==> config.mk <==
export PLATFORM = sky130hd
export DESIGN_NAME = decode_execute_core
export DESIGN_NICKNAME = d
export VERILOG_FILES = /design/src/rtl/cpu_pkg.sv /design/src/rtl/alu64.sv /design/src/rtl/decode_execute_core.sv
export SDC_FILE = /design/constraint.sdc
export NUM_CORES = 1
export LEC_CHECK = 0
export CAP_MARGIN = 20
export CORE_MARGIN = 2
export CORE_UTILIZATION = 53
export CTS_CLUSTER_SIZE = 24
export DETAILED_ROUTE_END_ITERATION = 10
export PLACE_DENSITY = 0.89
export SYNTH_ARGS = -nofsm -noshare
export SYNTH_HDL_FRONTEND = slang
export SYNTH_HIERARCHICAL = 1
export SYNTH_SLANG_ARGS = --single-unit
==> constraint.sdc <==
create_clock -name i_clk -period 27.2 [get_ports i_clk]
set_clock_uncertainty 0.1 [all_clocks]
set_input_delay 5.44 -clock i_clk [delete_from_list [all_inputs] [get_ports i_clk]]
set_output_delay 5.44 -clock i_clk [all_outputs]
set_load 0.05 [all_outputs]
==> src/rtl/cpu_pkg.sv <==
// Shared encodings for the LEGv8-subset decode/execute slice: opcodes, ALU ops, operand-B selects.
package cpu_pkg;

  localparam logic [10:0] OP_ADDS = 11'b10101011000;
  localparam logic [10:0] OP_SUBS = 11'b11101011000;
  localparam logic [10:0] OP_AND  = 11'b10001010000;
  localparam logic [10:0] OP_EOR  = 11'b11001010000;
  localparam logic [10:0] OP_LSR  = 11'b11010011010;
  localparam logic [10:0] OP_LDUR = 11'b11111000010;
  localparam logic [10:0] OP_STUR = 11'b11111000000;
  localparam logic [9:0]  OP_ADDI = 10'b1001000100;
  localparam logic [7:0]  OP_BCOND = 8'b01010100;
  localparam logic [7:0]  OP_CBZ  = 8'b10110100;
  localparam logic [5:0]  OP_B    = 6'b000101;

  localparam logic [4:0]  COND_LT = 5'h0B;

  localparam logic [2:0]  ALU_PASS_B = 3'b000;
  localparam logic [2:0]  ALU_ADD    = 3'b010;
  localparam logic [2:0]  ALU_SUB    = 3'b011;
  localparam logic [2:0]  ALU_AND    = 3'b100;
  localparam logic [2:0]  ALU_OR     = 3'b101;
  localparam logic [2:0]  ALU_XOR    = 3'b110;

  localparam logic [1:0]  SRC_REG    = 2'b00;
  localparam logic [1:0]  SRC_DADDR9 = 2'b01;
  localparam logic [1:0]  SRC_IMM12  = 2'b10;
  localparam logic [1:0]  SRC_ZERO   = 2'b11;

  typedef struct packed {
    logic       reg2loc;
    logic [1:0] alu_src;
    logic       mem_to_reg;
    logic       reg_write;
    logic       mem_write;
    logic       use_shift;
    logic       set_flag;
    logic       br_taken;
    logic       uncond_br;
    logic [2:0] alu_op;
  } ctrl_t;

endpackage

==> src/rtl/alu64.sv <==
// Purely combinational 64-bit ALU with N/Z/V/C; C and V are only meaningful for add/sub.
module alu64
  import cpu_pkg::*;
(
  input  logic [63:0] i_a,
  input  logic [63:0] i_b,
  input  logic [2:0]  i_op,
  output logic [63:0] o_result,
  output logic        o_n,
  output logic        o_z,
  output logic        o_v,
  output logic        o_c
);

  logic        w_sub;
  logic        w_arith;
  logic [63:0] w_b_eff;
  logic [64:0] w_sum;

  assign w_sub   = (i_op == ALU_SUB);
  assign w_arith = (i_op == ALU_ADD) || w_sub;
  // Subtraction is A + ~B + 1 so carry means "no borrow".
  assign w_b_eff = w_sub ? ~i_b : i_b;
  assign w_sum   = {1'b0, i_a} + {1'b0, w_b_eff} + {64'd0, w_sub};

  always_comb begin
    o_result = '0;
    case (i_op)
      ALU_PASS_B: o_result = i_b;
      ALU_ADD,
      ALU_SUB:    o_result = w_sum[63:0];
      ALU_AND:    o_result = i_a & i_b;
      ALU_OR:     o_result = i_a | i_b;
      ALU_XOR:    o_result = i_a ^ i_b;
      default:    o_result = '0;
    endcase
  end

  assign o_n = o_result[63];
  assign o_z = (o_result == 64'd0);
  assign o_c = w_arith & w_sum[64];
  assign o_v = w_arith & (i_a[63] == w_b_eff[63]) & (w_sum[63] != i_a[63]);

endmodule

==> src/rtl/decode_execute_core.sv <==
// Single-cycle LEGv8-subset decode + 64-bit execute with registered N/Z/V/C.
// All outputs except the flag register are combinational; flags update on the edge after set_flag.
module decode_execute_core
  import cpu_pkg::*;
(
  input  logic        i_clk,
  input  logic        i_reset_n,
  input  logic [31:0] i_instruction,
  input  logic [63:0] i_read_data1,
  input  logic [63:0] i_read_data2,
  output logic        o_reg2loc,
  output logic [1:0]  o_alu_src,
  output logic        o_mem_to_reg,
  output logic        o_reg_write,
  output logic        o_mem_write,
  output logic        o_use_shift,
  output logic        o_set_flag,
  output logic        o_br_taken,
  output logic        o_uncond_br,
  output logic [2:0]  o_alu_op,
  output logic [63:0] o_alu_result,
  output logic        o_alu_n,
  output logic        o_alu_z,
  output logic        o_alu_v,
  output logic        o_alu_c,
  output logic        o_flag_n,
  output logic        o_flag_z,
  output logic        o_flag_v,
  output logic        o_flag_c
);

  ctrl_t       w_ctrl;
  logic        w_is_cbz;
  logic        w_is_blt;
  logic [63:0] w_operand_b;
  logic [3:0]  r_flags;
  logic        w_unused_bits;

  // Branch conditions are resolved outside the decode block so decode never depends on ALU output.
  always_comb begin
    w_ctrl   = '0;
    w_is_cbz = 1'b0;
    w_is_blt = 1'b0;
    if (i_instruction[31:21] == OP_ADDS || i_instruction[31:21] == OP_SUBS) begin
      w_ctrl.reg2loc   = 1'b1;
      w_ctrl.alu_src   = SRC_REG;
      w_ctrl.alu_op    = (i_instruction[31:21] == OP_SUBS) ? ALU_SUB : ALU_ADD;
      w_ctrl.reg_write = 1'b1;
      w_ctrl.set_flag  = 1'b1;
    end else if (i_instruction[31:21] == OP_AND || i_instruction[31:21] == OP_EOR) begin
      w_ctrl.reg2loc   = 1'b1;
      w_ctrl.alu_op    = (i_instruction[31:21] == OP_EOR) ? ALU_XOR : ALU_AND;
      w_ctrl.reg_write = 1'b1;
    end else if (i_instruction[31:21] == OP_LSR) begin
      w_ctrl.use_shift = 1'b1;
      w_ctrl.reg_write = 1'b1;
      w_ctrl.alu_op    = ALU_PASS_B;
    end else if (i_instruction[31:21] == OP_LDUR) begin
      w_ctrl.alu_src    = SRC_DADDR9;
      w_ctrl.alu_op     = ALU_ADD;
      w_ctrl.mem_to_reg = 1'b1;
      w_ctrl.reg_write  = 1'b1;
    end else if (i_instruction[31:21] == OP_STUR) begin
      w_ctrl.alu_src   = SRC_DADDR9;
      w_ctrl.alu_op    = ALU_ADD;
      w_ctrl.mem_write = 1'b1;
    end else if (i_instruction[31:22] == OP_ADDI) begin
      w_ctrl.alu_src   = SRC_IMM12;
      w_ctrl.alu_op    = ALU_ADD;
      w_ctrl.reg_write = 1'b1;
    end else if (i_instruction[31:24] == OP_BCOND) begin
      w_is_blt = (i_instruction[4:0] == COND_LT);
    end else if (i_instruction[31:24] == OP_CBZ) begin
      w_ctrl.alu_src = SRC_REG;
      w_ctrl.alu_op  = ALU_PASS_B;
      w_is_cbz       = 1'b1;
    end else if (i_instruction[31:26] == OP_B) begin
      w_ctrl.br_taken  = 1'b1;
      w_ctrl.uncond_br = 1'b1;
    end
  end

  always_comb begin
    w_operand_b = '0;
    case (w_ctrl.alu_src)
      SRC_REG:    w_operand_b = i_read_data2;
      SRC_DADDR9: w_operand_b = {{55{i_instruction[20]}}, i_instruction[20:12]};
      SRC_IMM12:  w_operand_b = {52'd0, i_instruction[21:10]};
      default:    w_operand_b = '0;
    endcase
  end

  alu64 u_alu (
    .i_a      (i_read_data1),
    .i_b      (w_operand_b),
    .i_op     (w_ctrl.alu_op),
    .o_result (o_alu_result),
    .o_n      (o_alu_n),
    .o_z      (o_alu_z),
    .o_v      (o_alu_v),
    .o_c      (o_alu_c)
  );

  always_ff @(posedge i_clk or negedge i_reset_n) begin
    if (!i_reset_n) begin
      r_flags <= 4'b0000;
    end else if (w_ctrl.set_flag) begin
      r_flags <= {o_alu_n, o_alu_z, o_alu_v, o_alu_c};
    end
  end

  assign {o_flag_n, o_flag_z, o_flag_v, o_flag_c} = r_flags;

  assign o_reg2loc    = w_ctrl.reg2loc;
  assign o_alu_src    = w_ctrl.alu_src;
  assign o_mem_to_reg = w_ctrl.mem_to_reg;
  assign o_reg_write  = w_ctrl.reg_write;
  assign o_mem_write  = w_ctrl.mem_write;
  assign o_use_shift  = w_ctrl.use_shift;
  assign o_set_flag   = w_ctrl.set_flag;
  assign o_alu_op     = w_ctrl.alu_op;
  assign o_uncond_br  = w_ctrl.uncond_br;
  assign o_br_taken   = w_ctrl.br_taken | (w_is_cbz & o_alu_z) |
                        (w_is_blt & (r_flags[3] ^ r_flags[1]));

  assign w_unused_bits = ^i_instruction[9:5];

endmodule

# After elaboration in Yosys (flattened, before gate mapping)
# Index checks and enable logic that the tools add are counted.
# W data, S select, Z words.
# totals
regBits	4
in_bits	162
output_inout_bits	85
elab_cells	100
# op_classes
n_addsub	2
eq_ne	21
mux	57
n_bitwise	12
n_reduce_logical	7
# op_table
operator	n
$pmux W64 S5	1
$pmux W64 S3	1
$eq A11 B11 Y1 const B	7
$add A64 B64 Y65	1
$add A65 B1 Y65	1
$and A64 B64 Y64	1
$logic_not A64 Y1	1
$mux W64	1
$not A64 Y64	1
$or A64 B64 Y64	1
$xor A64 B64 Y64	1
$mux W1	30
$mux W2	14
$mux W3	9
$eq A10 B10 Y1 const B	1
$eq A3 B3 Y1 const B	3
$eq A8 B7 Y1 const B	1
$eq A8 B8 Y1 const B	1
$eq A3 B2 Y1 const B	2
$eq A6 B3 Y1 const B	1
$and A1 B1 Y1	5
$eq A5 B4 Y1 const B	1
$mux W5	1
$logic_not A3 Y1	1
9 further kinds	12

# Longest topological paths before layout
# Gate-level depths: netlist (run 1).
# logic_depth
word_depth	19
ltp_mapped	29
mapped_depth_nobuf	25

# Cells and area by module
# Netlist (run 1), hierarchy kept.
# modules_own_cells
module	n_inst	cells_each	area_each_um2	seq_area_each_um2
alu64	1	1334	9140.0	0.0
decode_execute_core	1	217	1606.5	100.1

# Worst setup path before layout (run 1)
# OpenSTA, ideal clock, no wires.
# synth_path
path_kind	in2out
from	in i_instruction[21]
to	out o_br_taken
arrival_time_ns	16.240
t_required_ns	21.660
slack_ns	5.420
cell_stages	29
n_path_buf	5
cell_sequence	or2_4 -> or4_4 -> inv_1 -> or3_1 -> nor2b_1 -> clkbuf_1 -> clkbuf_1 -> buf_1 -> nand2_1 -> clkbuf_1 -> xnor2_1 -> ha_1 -> clkbuf_1 -> nand2_1 -> or3_1 -> or3_1 -> a31o_2 -> o211ai_1 -> xnor2_1 -> o211ai_1 -> or4_1 -> or4b_1 -> or4_1 -> or4_1 -> nor4_2 -> nand2_1 -> nor3_1 -> a21oi_1 -> o41ai_1
# synth_between
elab_chain_len	17
elab_cells_between_ends	60
cone_classes	2 x add/sub; 14 x eq/ne; 30 x mux; 8 x bitwise; 6 x reduce/logical
# synth_rtl
element	line	source
from (decl)	decode_execute_core.sv:8	input logic [31:0] i_instruction,
$eq A11 B11 Y1	decode_execute_core.sv:63	end else if (i_instruction[31:21] == OP_STUR) begin
$mux W2	decode_execute_core.sv:63	
$mux W2	decode_execute_core.sv:58	end else if (i_instruction[31:21] == OP_LDUR) begin
$mux W3	decode_execute_core.sv:54	end else if (i_instruction[31:21] == OP_LSR) begin
$mux W3	decode_execute_core.sv:50	end else if (i_instruction[31:21] == OP_AND || i_instruction[31:21] == OP_EOR) begin
$mux W3 *	decode_execute_core.sv:44	if (i_instruction[31:21] == OP_ADDS || i_instruction[31:21] == OP_SUBS) begin
via o_alu_src[0]	decode_execute_core.sv:12	output logic [1:0] o_alu_src,
$eq A2 B2 Y1 (tied with other cells)	decode_execute_core.sv:85	case (w_ctrl.alu_src)
(+3 left out)	n/a	
$add A64 B64 Y65	alu64.sv:24	assign w_sum = {1'b0, i_a} + {1'b0, w_b_eff} + {64'd0, w_sub};
$add A65 B1 Y65	alu64.sv:24	
$pmux W64 S5 *	alu64.sv:28	case (i_op)
via o_alu_result[42]	decode_execute_core.sv:21	output logic [63:0] o_alu_result,
$logic_not A64 Y1 *	alu64.sv:40	assign o_z = (o_result == 64'd0);
via o_alu_z	decode_execute_core.sv:23	output logic o_alu_z,
$and A1 B1 Y1 *	decode_execute_core.sv:123	assign o_br_taken = w_ctrl.br_taken | (w_is_cbz & o_alu_z) |
$or A1 B1 Y1 * (2 in series)	decode_execute_core.sv:123	
to (decl)	decode_execute_core.sv:18	output logic o_br_taken,
# The timed path passes the listed nets; every way through them passes the cells marked *.

# Worst setup path in the final report (run 1)
# layout_path
from	in i_instruction[30]
to	out o_br_taken
# layout_between
elab_chain_len	18
elab_cells_between_ends	75
cone_classes	2 x add/sub; 18 x eq/ne; 41 x mux; 8 x bitwise; 6 x reduce/logical
# layout_rtl
element	line	source
$eq A10 B10 Y1	decode_execute_core.sv:67	end else if (i_instruction[31:22] == OP_ADDI) begin
$mux W2	decode_execute_core.sv:67	
$mux W2	decode_execute_core.sv:63	
$mux W2	decode_execute_core.sv:58	
$mux W3	decode_execute_core.sv:54	
$mux W3	decode_execute_core.sv:50	
$mux W3	decode_execute_core.sv:44	
$eq A2 B2 Y1 (tied with other cells)	decode_execute_core.sv:85	
(+2 left out)	n/a	
$mux W64	alu64.sv:23	assign w_b_eff = w_sub ? ~i_b : i_b;
$add A64 B64 Y65	alu64.sv:24	
$add A65 B1 Y65	alu64.sv:24	
$pmux W64 S5	alu64.sv:28	
$logic_not A64 Y1	alu64.sv:40	
$and A1 B1 Y1	decode_execute_core.sv:123	
$or A1 B1 Y1	decode_execute_core.sv:123	
$or A1 B1 Y1 *	decode_execute_core.sv:123	
# Mark *: on every way between the ends. The rest lies on a longest branch, timed or not.

==> out/qor.tcl, run 1 <==
set qor(critical_r2r_launch) {r_flags[1]}
set qor(core-area_sq_mm) 0.02004
set qor(postSynth.topFlopCell) {sky130_fd_sc_hd__dfrtp_1}
set qor(cts_sinks) 4
set qor(finalHoldViolations) 0
set qor(register_area_sq_um) 100.1
set qor(design_area_sq_mm) 0.01318
set qor(numPlacedInstances) 1970
set qor(cellPowerDensity_mw_per_mm2) 18.62
set qor(hold_slack_ns) 0.3930
set qor(postSynthAreaPerCell_sq_um) 6.929
set qor(timing.final.crit_share) 0.7722
set qor(path_max_fanout) 33
set qor(rsz0062_at_grt) {no}
set qor(grt_first_pass_wirelength_um) 60550
set qor(p_int_mw) 0.1133
set qor(syn-num-nets) 1915
set qor(grt_antenna_before_repair) 2
set qor(regMostFlops) {r_flags}
set qor(final_critical_path_required_period_ns) 21.00
set qor(sw_frac_of_total) 0.5382
set qor(worst_r2r_path_depth) 1
set qor(crit_type) {in -> out}
set qor(totalPowerFinal_mw) 0.2454
set qor(num_vias) 12393
set qor(grt.overflow.total) 0
set qor(grtUsageTotal) 0.3389
set qor(drt_first_pass_iters) 5
set qor(ir_worst_vdd_mv) 0.02352
set qor(worstHoldStart) {r_flags[0]}
set qor(final.setup.tns_ns) 0
set qor(cts-htree-levels) 1
set qor(initial_core_util) 0.5363
set qor(ctsHoldBuffers) 0
set qor(first_iter_violations) 964
set qor(routed_wire_length_per_instance_um) 19.26
set qor(final-max-slew-violation-count) 0
set qor(worst_r2r_endpoint) {r_flags[1]}
set qor(clockPowerShare) 0.093
set qor(stdcell_count) 1973
set qor(worstHoldEndpoint) {r_flags[0]}
set qor(startpoint_type) {input port}
set qor(post_cts_resize_count) 0
set qor(number_of_unique_standard_cell_types_used_by_synthesis) 86
set qor(cts_buffers) 3
set qor(clock_insertion_delay_worst_skew_ns) 0.22
set qor(timing.hold.worst.class) {reg -> reg}
set qor(clock_tree.root_cell) {sky130_fd_sc_hd__clkbuf_16}
set qor(post-cts-setup-buffer-count) 0
set qor(dpl_worst_slack_ns) 6.309
set qor(tritoncts) {yes}
set qor(final_core_util) 0.6579
set qor(fp.dieW_um) 146.4
set qor(cts.reportedPaths.clkPinSlew_ns) 0.03
set qor(setup-violations-final) 0
set qor(via_count_of_the_first_global_routing_pass) 11959
set qor(fillers) 1817
set qor(die-area_sq_mm) 0.02143
set qor(ant_nets) 0
set qor(worst-r2r-setup-slack_ns) 26.27
set qor(io_buffers) 241
set qor(share_seq_of_total_power) 0.025
set qor(fraction_of_final_layout_cells_sized_beyond_drive_strength_1) 0.08221
set qor(status) {finished, final reports clean}
set qor(worstSetupEndpointType) {output pin}
set qor(synthesis.area_sq_mm) 0.01075
set qor(final.setup.worst_slack_ns) 6.196
set qor(grt_max_degree) 56
set qor(cp_data_arrival_time_ns) 15.46
set qor(post_synth_inst_count) 1551
set qor(min_delay_path_depth) 1
set qor(antenna-diode-count) 0
set qor(dp.final_hpwl_um) 30250
set qor(synth_seq_area_share) 0.009314
set qor(fmax_mhz) 47.61
set qor(row_count) 52
set qor(timing.critical_path.required_ns) 21.66
set qor(synth_edf_count) 0
set qor(placed_cell_area_sq_mm) 0.01311
set qor(largest_regs) {r_flags x4}
set qor(p_switching_mw) 0.1321
set qor(pin_count) 247
set qor(postRouteWirelength_um) 38010
set qor(comb_power_share) 0.882
set qor(route.detailed.drc) 0
set qor(drv.max_cap_violation_count) 0
set qor(floorplan.die.height_um) 146.4
set qor(worst_pin_slew_ns) 1.009
set qor(synthesis_to_finish_area_growth_pct) 22.68
set qor(final_gp_congestion) 0.9957
set qor(yosys_warning_total) 6
set qor(largest_register_ffs) 4
set qor(asr_flop_ratio_synth) 1.000
set qor(cellLeakagePower_nw) 6.162
set qor(slew-limit-headroom) 0.3251
set qor(clock_tree.buffer_depth) 2
set qor(finish.net_count) 2069
set qor(synth_seq_cells) 4
set qor(via_per_inst) 6.281
set qor(multi_input_area_sq_mm) 0.009620
==> metal layers <==
layer	share of wire	track usage	vias up
li1	-	-	5862
met1	0.42	0.4276	5856
met2	0.47	0.5880	569
met3	0.069	0.03531	104
met4	0.043	0.1422	2
met5	0.00034	0	-
==> final cells by class <==
class	instances	share of cell area
repair buffers	253	0.1898
inverters	146	0.04157
multi-input cells	1297	0.7297
flip-flops and latches	4	0.007592
clock buffers	3	0.005694
well taps	270	0.02562
==> Yosys cell counts, types with 9 or more instances <==
master | count | area (sq um)
sky130_fd_sc_hd__buf_6 | 12 | 135.1
sky130_fd_sc_hd__nand2b_1 | 14 | 87.58
sky130_fd_sc_hd__a211oi_1 | 20 | 150.1
sky130_fd_sc_hd__buf_1 | 9 | 33.78
sky130_fd_sc_hd__o21ai_0 | 85 | 425.4
sky130_fd_sc_hd__o21a_1 | 13 | 97.59
sky130_fd_sc_hd__xnor2_1 | 95 | 832.1
sky130_fd_sc_hd__nand3_2 | 47 | 470.5
sky130_fd_sc_hd__or3_1 | 18 | 112.6
sky130_fd_sc_hd__a21oi_1 | 115 | 575.6
sky130_fd_sc_hd__nand2_1 | 137 | 514.2
sky130_fd_sc_hd__nor3_1 | 21 | 105.1
sky130_fd_sc_hd__ha_1 | 201 | 2515
sky130_fd_sc_hd__nand2_2 | 41 | 256.5
sky130_fd_sc_hd__buf_2 | 19 | 95.09
sky130_fd_sc_hd__a22o_1 | 11 | 96.34
sky130_fd_sc_hd__clkbuf_1 | 62 | 232.7
sky130_fd_sc_hd__inv_1 | 145 | 544.3
sky130_fd_sc_hd__xor2_1 | 19 | 166.4
sky130_fd_sc_hd__o211ai_1 | 36 | 270.3
sky130_fd_sc_hd__a21o_1 | 35 | 262.8
sky130_fd_sc_hd__a22oi_1 | 52 | 390.4
sky130_fd_sc_hd__nor2_1 | 85 | 319.1
sky130_fd_sc_hd__nand3_1 | 35 | 175.2
sky130_fd_sc_hd__nand4_1 | 37 | 231.5
sky130_fd_sc_hd__or4_1 | 10 | 75.07
sky130_fd_sc_hd__o21ai_1 | 15 | 75.07
==> power groups by stage <==
stage	clock network [mW]	registers, mW	logic, mW
floorplan	0	0.00628	0.139
CTS	0.0232	0.00607	0.213
finish	0.0229	0.00607	0.217
global placement	0	0.00613	0.207
detailed placement	0	0.00614	0.212
global route	0.0236	0.00607	0.234
==> cells in the final DEF (no fill, tap or decap), types with 6 or more instances in the layout <==
cell                                n
sky130_fd_sc_hd__a211o_1            6
sky130_fd_sc_hd__a211oi_1          20
sky130_fd_sc_hd__a21o_1            35
sky130_fd_sc_hd__a21oi_1          115
sky130_fd_sc_hd__a221oi_1           8
sky130_fd_sc_hd__a22o_1            11
sky130_fd_sc_hd__a22oi_1           52
sky130_fd_sc_hd__and3_1             8
sky130_fd_sc_hd__and4_1             8
sky130_fd_sc_hd__buf_4             12
sky130_fd_sc_hd__clkdlybuf4s50_1  241
sky130_fd_sc_hd__ha_1             201
sky130_fd_sc_hd__inv_1            145
sky130_fd_sc_hd__mux2_1             6
sky130_fd_sc_hd__mux2i_1            6
sky130_fd_sc_hd__nand2_1          136
sky130_fd_sc_hd__nand2_2           41
sky130_fd_sc_hd__nand2b_1          13
sky130_fd_sc_hd__nand3_1           35
sky130_fd_sc_hd__nand3_2           47
sky130_fd_sc_hd__nand4_1           37
sky130_fd_sc_hd__nor2_1            84
sky130_fd_sc_hd__nor2b_1            6
sky130_fd_sc_hd__nor3_1            19
sky130_fd_sc_hd__nor4_1             7
sky130_fd_sc_hd__o2111ai_1          6
sky130_fd_sc_hd__o211ai_1          36
sky130_fd_sc_hd__o21a_1            13
sky130_fd_sc_hd__o21ai_0           85
sky130_fd_sc_hd__o21ai_1           15
sky130_fd_sc_hd__o21bai_1           8
sky130_fd_sc_hd__or3_1             18
sky130_fd_sc_hd__or4_1             10
sky130_fd_sc_hd__xnor2_1           95
sky130_fd_sc_hd__xor2_1            19
==> worst max-delay path, stage by stage <==
cell	delay, ns
sky130_fd_sc_hd__clkdlybuf4s50_1	0.60
sky130_fd_sc_hd__nand3b_1	0.23
sky130_fd_sc_hd__or4_4	0.76
sky130_fd_sc_hd__inv_1	0.16
sky130_fd_sc_hd__or3_1	0.67
sky130_fd_sc_hd__nor2b_2	0.34
sky130_fd_sc_hd__nand2_4	0.36
sky130_fd_sc_hd__buf_4	0.46
sky130_fd_sc_hd__xnor2_1	0.20
sky130_fd_sc_hd__ha_1	0.46
sky130_fd_sc_hd__nand2_1	0.17
sky130_fd_sc_hd__or3_1	0.49
sky130_fd_sc_hd__or3_1	0.34
sky130_fd_sc_hd__a31o_2	0.23
sky130_fd_sc_hd__o211ai_1	0.11
sky130_fd_sc_hd__xnor2_1	0.20
sky130_fd_sc_hd__o211ai_1	0.13
sky130_fd_sc_hd__or4_1	0.55
sky130_fd_sc_hd__or4b_1	0.53
sky130_fd_sc_hd__or4_1	0.58
sky130_fd_sc_hd__or4_1	0.53
sky130_fd_sc_hd__nor4_2	0.44
sky130_fd_sc_hd__nand2_1	0.11
sky130_fd_sc_hd__nor3_1	0.14
sky130_fd_sc_hd__a21oi_1	0.06
sky130_fd_sc_hd__o41ai_1	0.24
sky130_fd_sc_hd__clkdlybuf4s50_1	0.87
==> how the worst max path moves through the flow <==
stage,from,to
floorplan,i_instruction[21],o_br_taken
global placement,i_instruction[30],o_br_taken
detailed placement,i_instruction[30],o_br_taken
CTS,i_instruction[30],o_br_taken
global route,i_instruction[30],o_br_taken
finish,i_instruction[30],o_br_taken
==> kinds of logic (layout without fill, tap and decap cells) <==
group | count (synthesis) | in the layout | synth area share
and+or+nand+nor | 509 | 509 | 0.2679
muxes | 12 | 12 | 0.01188
DFF | 4 | 4 | 0.009315
buffers and inverters | 250 | 402 | 0.09861
AOI/OAI and AO/OA | 460 | 460 | 0.2835
xor gates and xnor gates | 114 | 114 | 0.09291
adders and majority gates | 202 | 202 | 0.2359
Note: power is estimated with default switching activity, not from simulation.
==> run 2: changes to the inputs <==
--- a/config.mk
+++ b/config.mk
@@ -7,10 +7,10 @@
 export LEC_CHECK = 0
 export CAP_MARGIN = 20
 export CORE_MARGIN = 2
-export CORE_UTILIZATION = 53
+export CORE_UTILIZATION = 48
 export CTS_CLUSTER_SIZE = 24
 export DETAILED_ROUTE_END_ITERATION = 10
-export PLACE_DENSITY = 0.89
+export PLACE_DENSITY = 0.85
 export SYNTH_ARGS = -nofsm -noshare
 export SYNTH_HDL_FRONTEND = slang
 export SYNTH_HIERARCHICAL = 1
==> constraint.sdc (replaced) <==
create_clock -name i_clk -period 17.9 [get_ports i_clk]
set_clock_uncertainty 0.1 [all_clocks]
set_input_delay 3.58 -clock i_clk [delete_from_list [all_inputs] [get_ports i_clk]]
set_output_delay 3.58 -clock i_clk [all_outputs]
set_load 0.05 [all_outputs]
==> out/qor.tcl, run 2 (synthesis gave the netlist of run 1 again) <==
set qor(final_core_util) 0.6051
set qor(worstSetupEndpointType) {output pin}
set qor(grt_antenna_before_repair) 2
set qor(synthesis_to_finish_area_growth_pct) 23.26
set qor(timing.critical_path.max_delay_family) {simple AND/OR/NAND/NOR gates}
set qor(core-area_sq_mm) 0.02189
set qor(clock_insertion_delay_worst_skew_ns) 0.22
set qor(rsz0062_at_grt) {no}
set qor(tritoncts) {yes}
set qor(final_gp_congestion) 0.9700
set qor(slew-limit-headroom) 0.3511
set qor(post_cts_resize_count) 0
set qor(first_iter_violations) 932
set qor(layout.cells.most_common_list) {sky130_fd_sc_hd__clkdlybuf4s50_1, sky130_fd_sc_hd__ha_1, sky130_fd_sc_hd__inv_1}
set qor(timing.hold.worst.class) {reg -> reg}
set qor(fraction_of_final_layout_cells_sized_beyond_drive_strength_1) 0.08548
set qor(clock_tree.buffer_depth) 2
set qor(cts_sinks) 4
set qor(post-cts-setup-buffer-count) 0
set qor(final-max-slew-violation-count) 0
set qor(timing.critical_path.required_ns) 14.22
set qor(regMostFlops) {r_flags}
set qor(startpoint_type) {input port}
set qor(status) {finished, final reports clean}
set qor(drt_first_pass_iters) 5
set qor(cts-htree-levels) 1
set qor(row_count) 54
set qor(dpl_worst_slack_ns) 1.308
set qor(worst_pin_slew_ns) 0.9675
set qor(cts.reportedPaths.clkPinSlew_ns) 0.03
set qor(final.setup.worst_slack_ns) 1.160
set qor(finish.net_count) 2074
set qor(ir_worst_vdd_mv) 0.02352
set qor(num_vias) 12259
set qor(floorplan.die.height_um) 153.6
set qor(io_buffers) 241
set qor(critical_path.n_buffers_inverters) 4
set qor(cp_data_arrival_time_ns) 13.06
set qor(ctsHoldBuffers) 0
set qor(ant_nets) 0
set qor(largest_register_ffs) 4
set qor(cts_buffers) 3
set qor(drv.max_cap_violation_count) 0
set qor(via_per_inst) 6.160
set qor(final.setup.tns_ns) 0
set qor(cpPeakStageDelay_ns) 0.87
set qor(dp.final_hpwl_um) 30370
set qor(grt_first_pass_wirelength_um) 60920
set qor(finalHoldViolations) 0
set qor(timing.final.crit_share) 0.9352
set qor(path_max_fanout) 35
set qor(initial_core_util) 0.4909
set qor(grt_max_degree) 59
set qor(clock_tree.root_cell) {sky130_fd_sc_hd__clkbuf_16}
set qor(crit_type) {in -> out}
set qor(largest_regs) {r_flags x4}
set qor(route.detailed.drc) 0
set qor(placed_cell_area_sq_mm) 0.01317
set qor(cellPowerDensity_mw_per_mm2) 28.15
set qor(grtUsageTotal) 0.3077
set qor(routed_wire_length_per_instance_um) 19.21
set qor(postRouteWirelength_um) 38220
set qor(setup-violations-final) 0
set qor(grt.overflow.total) 0
set qor(fmax_mhz) 59.74
set qor(design_area_sq_mm) 0.01325
set qor(cellLeakagePower_nw) 6.191
set qor(pin_count) 247
set qor(die-area_sq_mm) 0.02360
set qor(via_count_of_the_first_global_routing_pass) 11934
set qor(fillers) 2065
set qor(final_critical_path_required_period_ns) 16.74
set qor(layout.cells.most_common) {sky130_fd_sc_hd__clkdlybuf4s50_1}
set qor(fp.dieW_um) 153.6
set qor(critPathSlowestCell) {sky130_fd_sc_hd__clkdlybuf4s50_1}
run 2: changes by cell type in the layout (fill, tap and decap cells not counted):
cell and change:
sky130_fd_sc_hd__o41ai_1 -1, sky130_fd_sc_hd__o41ai_2 +1, sky130_fd_sc_hd__diode_2 +2, sky130_fd_sc_hd__buf_4 +5
run 2: path summary, 6_finish.rpt:
path | to | slack [ns] | from | cells past startpoint
max reg2reg | r_flags[3] | 16.97 | r_flags[3] | 1
min in group asynchronous | r_flags[1] | 3.46 | i_reset_n | 1
min reg2reg | r_flags[0] | 0.39 | r_flags[0] | 1
max in group asynchronous | r_flags[2] | 14.07 | i_reset_n | 1
min | r_flags[0] | 0.39 | r_flags[0] | 1
max | o_br_taken | 1.16 | i_instruction[30] | 27
run 2: metrics by stage:
step                std cells  hold slack [ns]  total power [mW]
detailed placement       1985           0.3875            0.3320
finish                   1990           0.3901            0.3729
global placement         1985           0.3779            0.3259
floorplan                1551           0.7337            0.2209
global route             1989           0.4037            0.4030
CTS                      1988           0.3940            0.3691
run 2: layout make-up:
type / instances / area, sq um / area share
inverter: 146 / 548.0 / 0.04137
tap: 280 / 350.3 / 0.02645
multi-input combinational: 1297 / 9628 / 0.7268
antenna: 2 / 5.005 / 0.0003778
timing repair buffer: 258 / 2540 / 0.1917
clock buffer: 3 / 75.07 / 0.005667
sequential: 4 / 100.1 / 0.007556
run 2: routing by layer:
layer  GRT usage  part of all wire  up-vias
li1            -                 -     5879
met1      0.3940              0.42     5746
met2      0.5422              0.47      553
met3     0.02621             0.074       81
met4      0.1031             0.035        0
met5           0                 0        -
run 2: where the power goes:
group / internal, mW / switching [mW]
clock: 0.0285 / 0.00601
combinational: 0.134 / 0.195
sequential: 0.00917 / 0.0000606
total: 0.172 / 0.201
==> run 3: changes to the inputs <==
--- a/config.mk
+++ b/config.mk
@@ -15,3 +15,4 @@
 export SYNTH_HDL_FRONTEND = slang
 export SYNTH_HIERARCHICAL = 1
 export SYNTH_SLANG_ARGS = --single-unit
+export TNS_END_PERCENT = 5
==> results of run 3 <==
No change in the layout: final DEF, timing and power equal those of run 2.
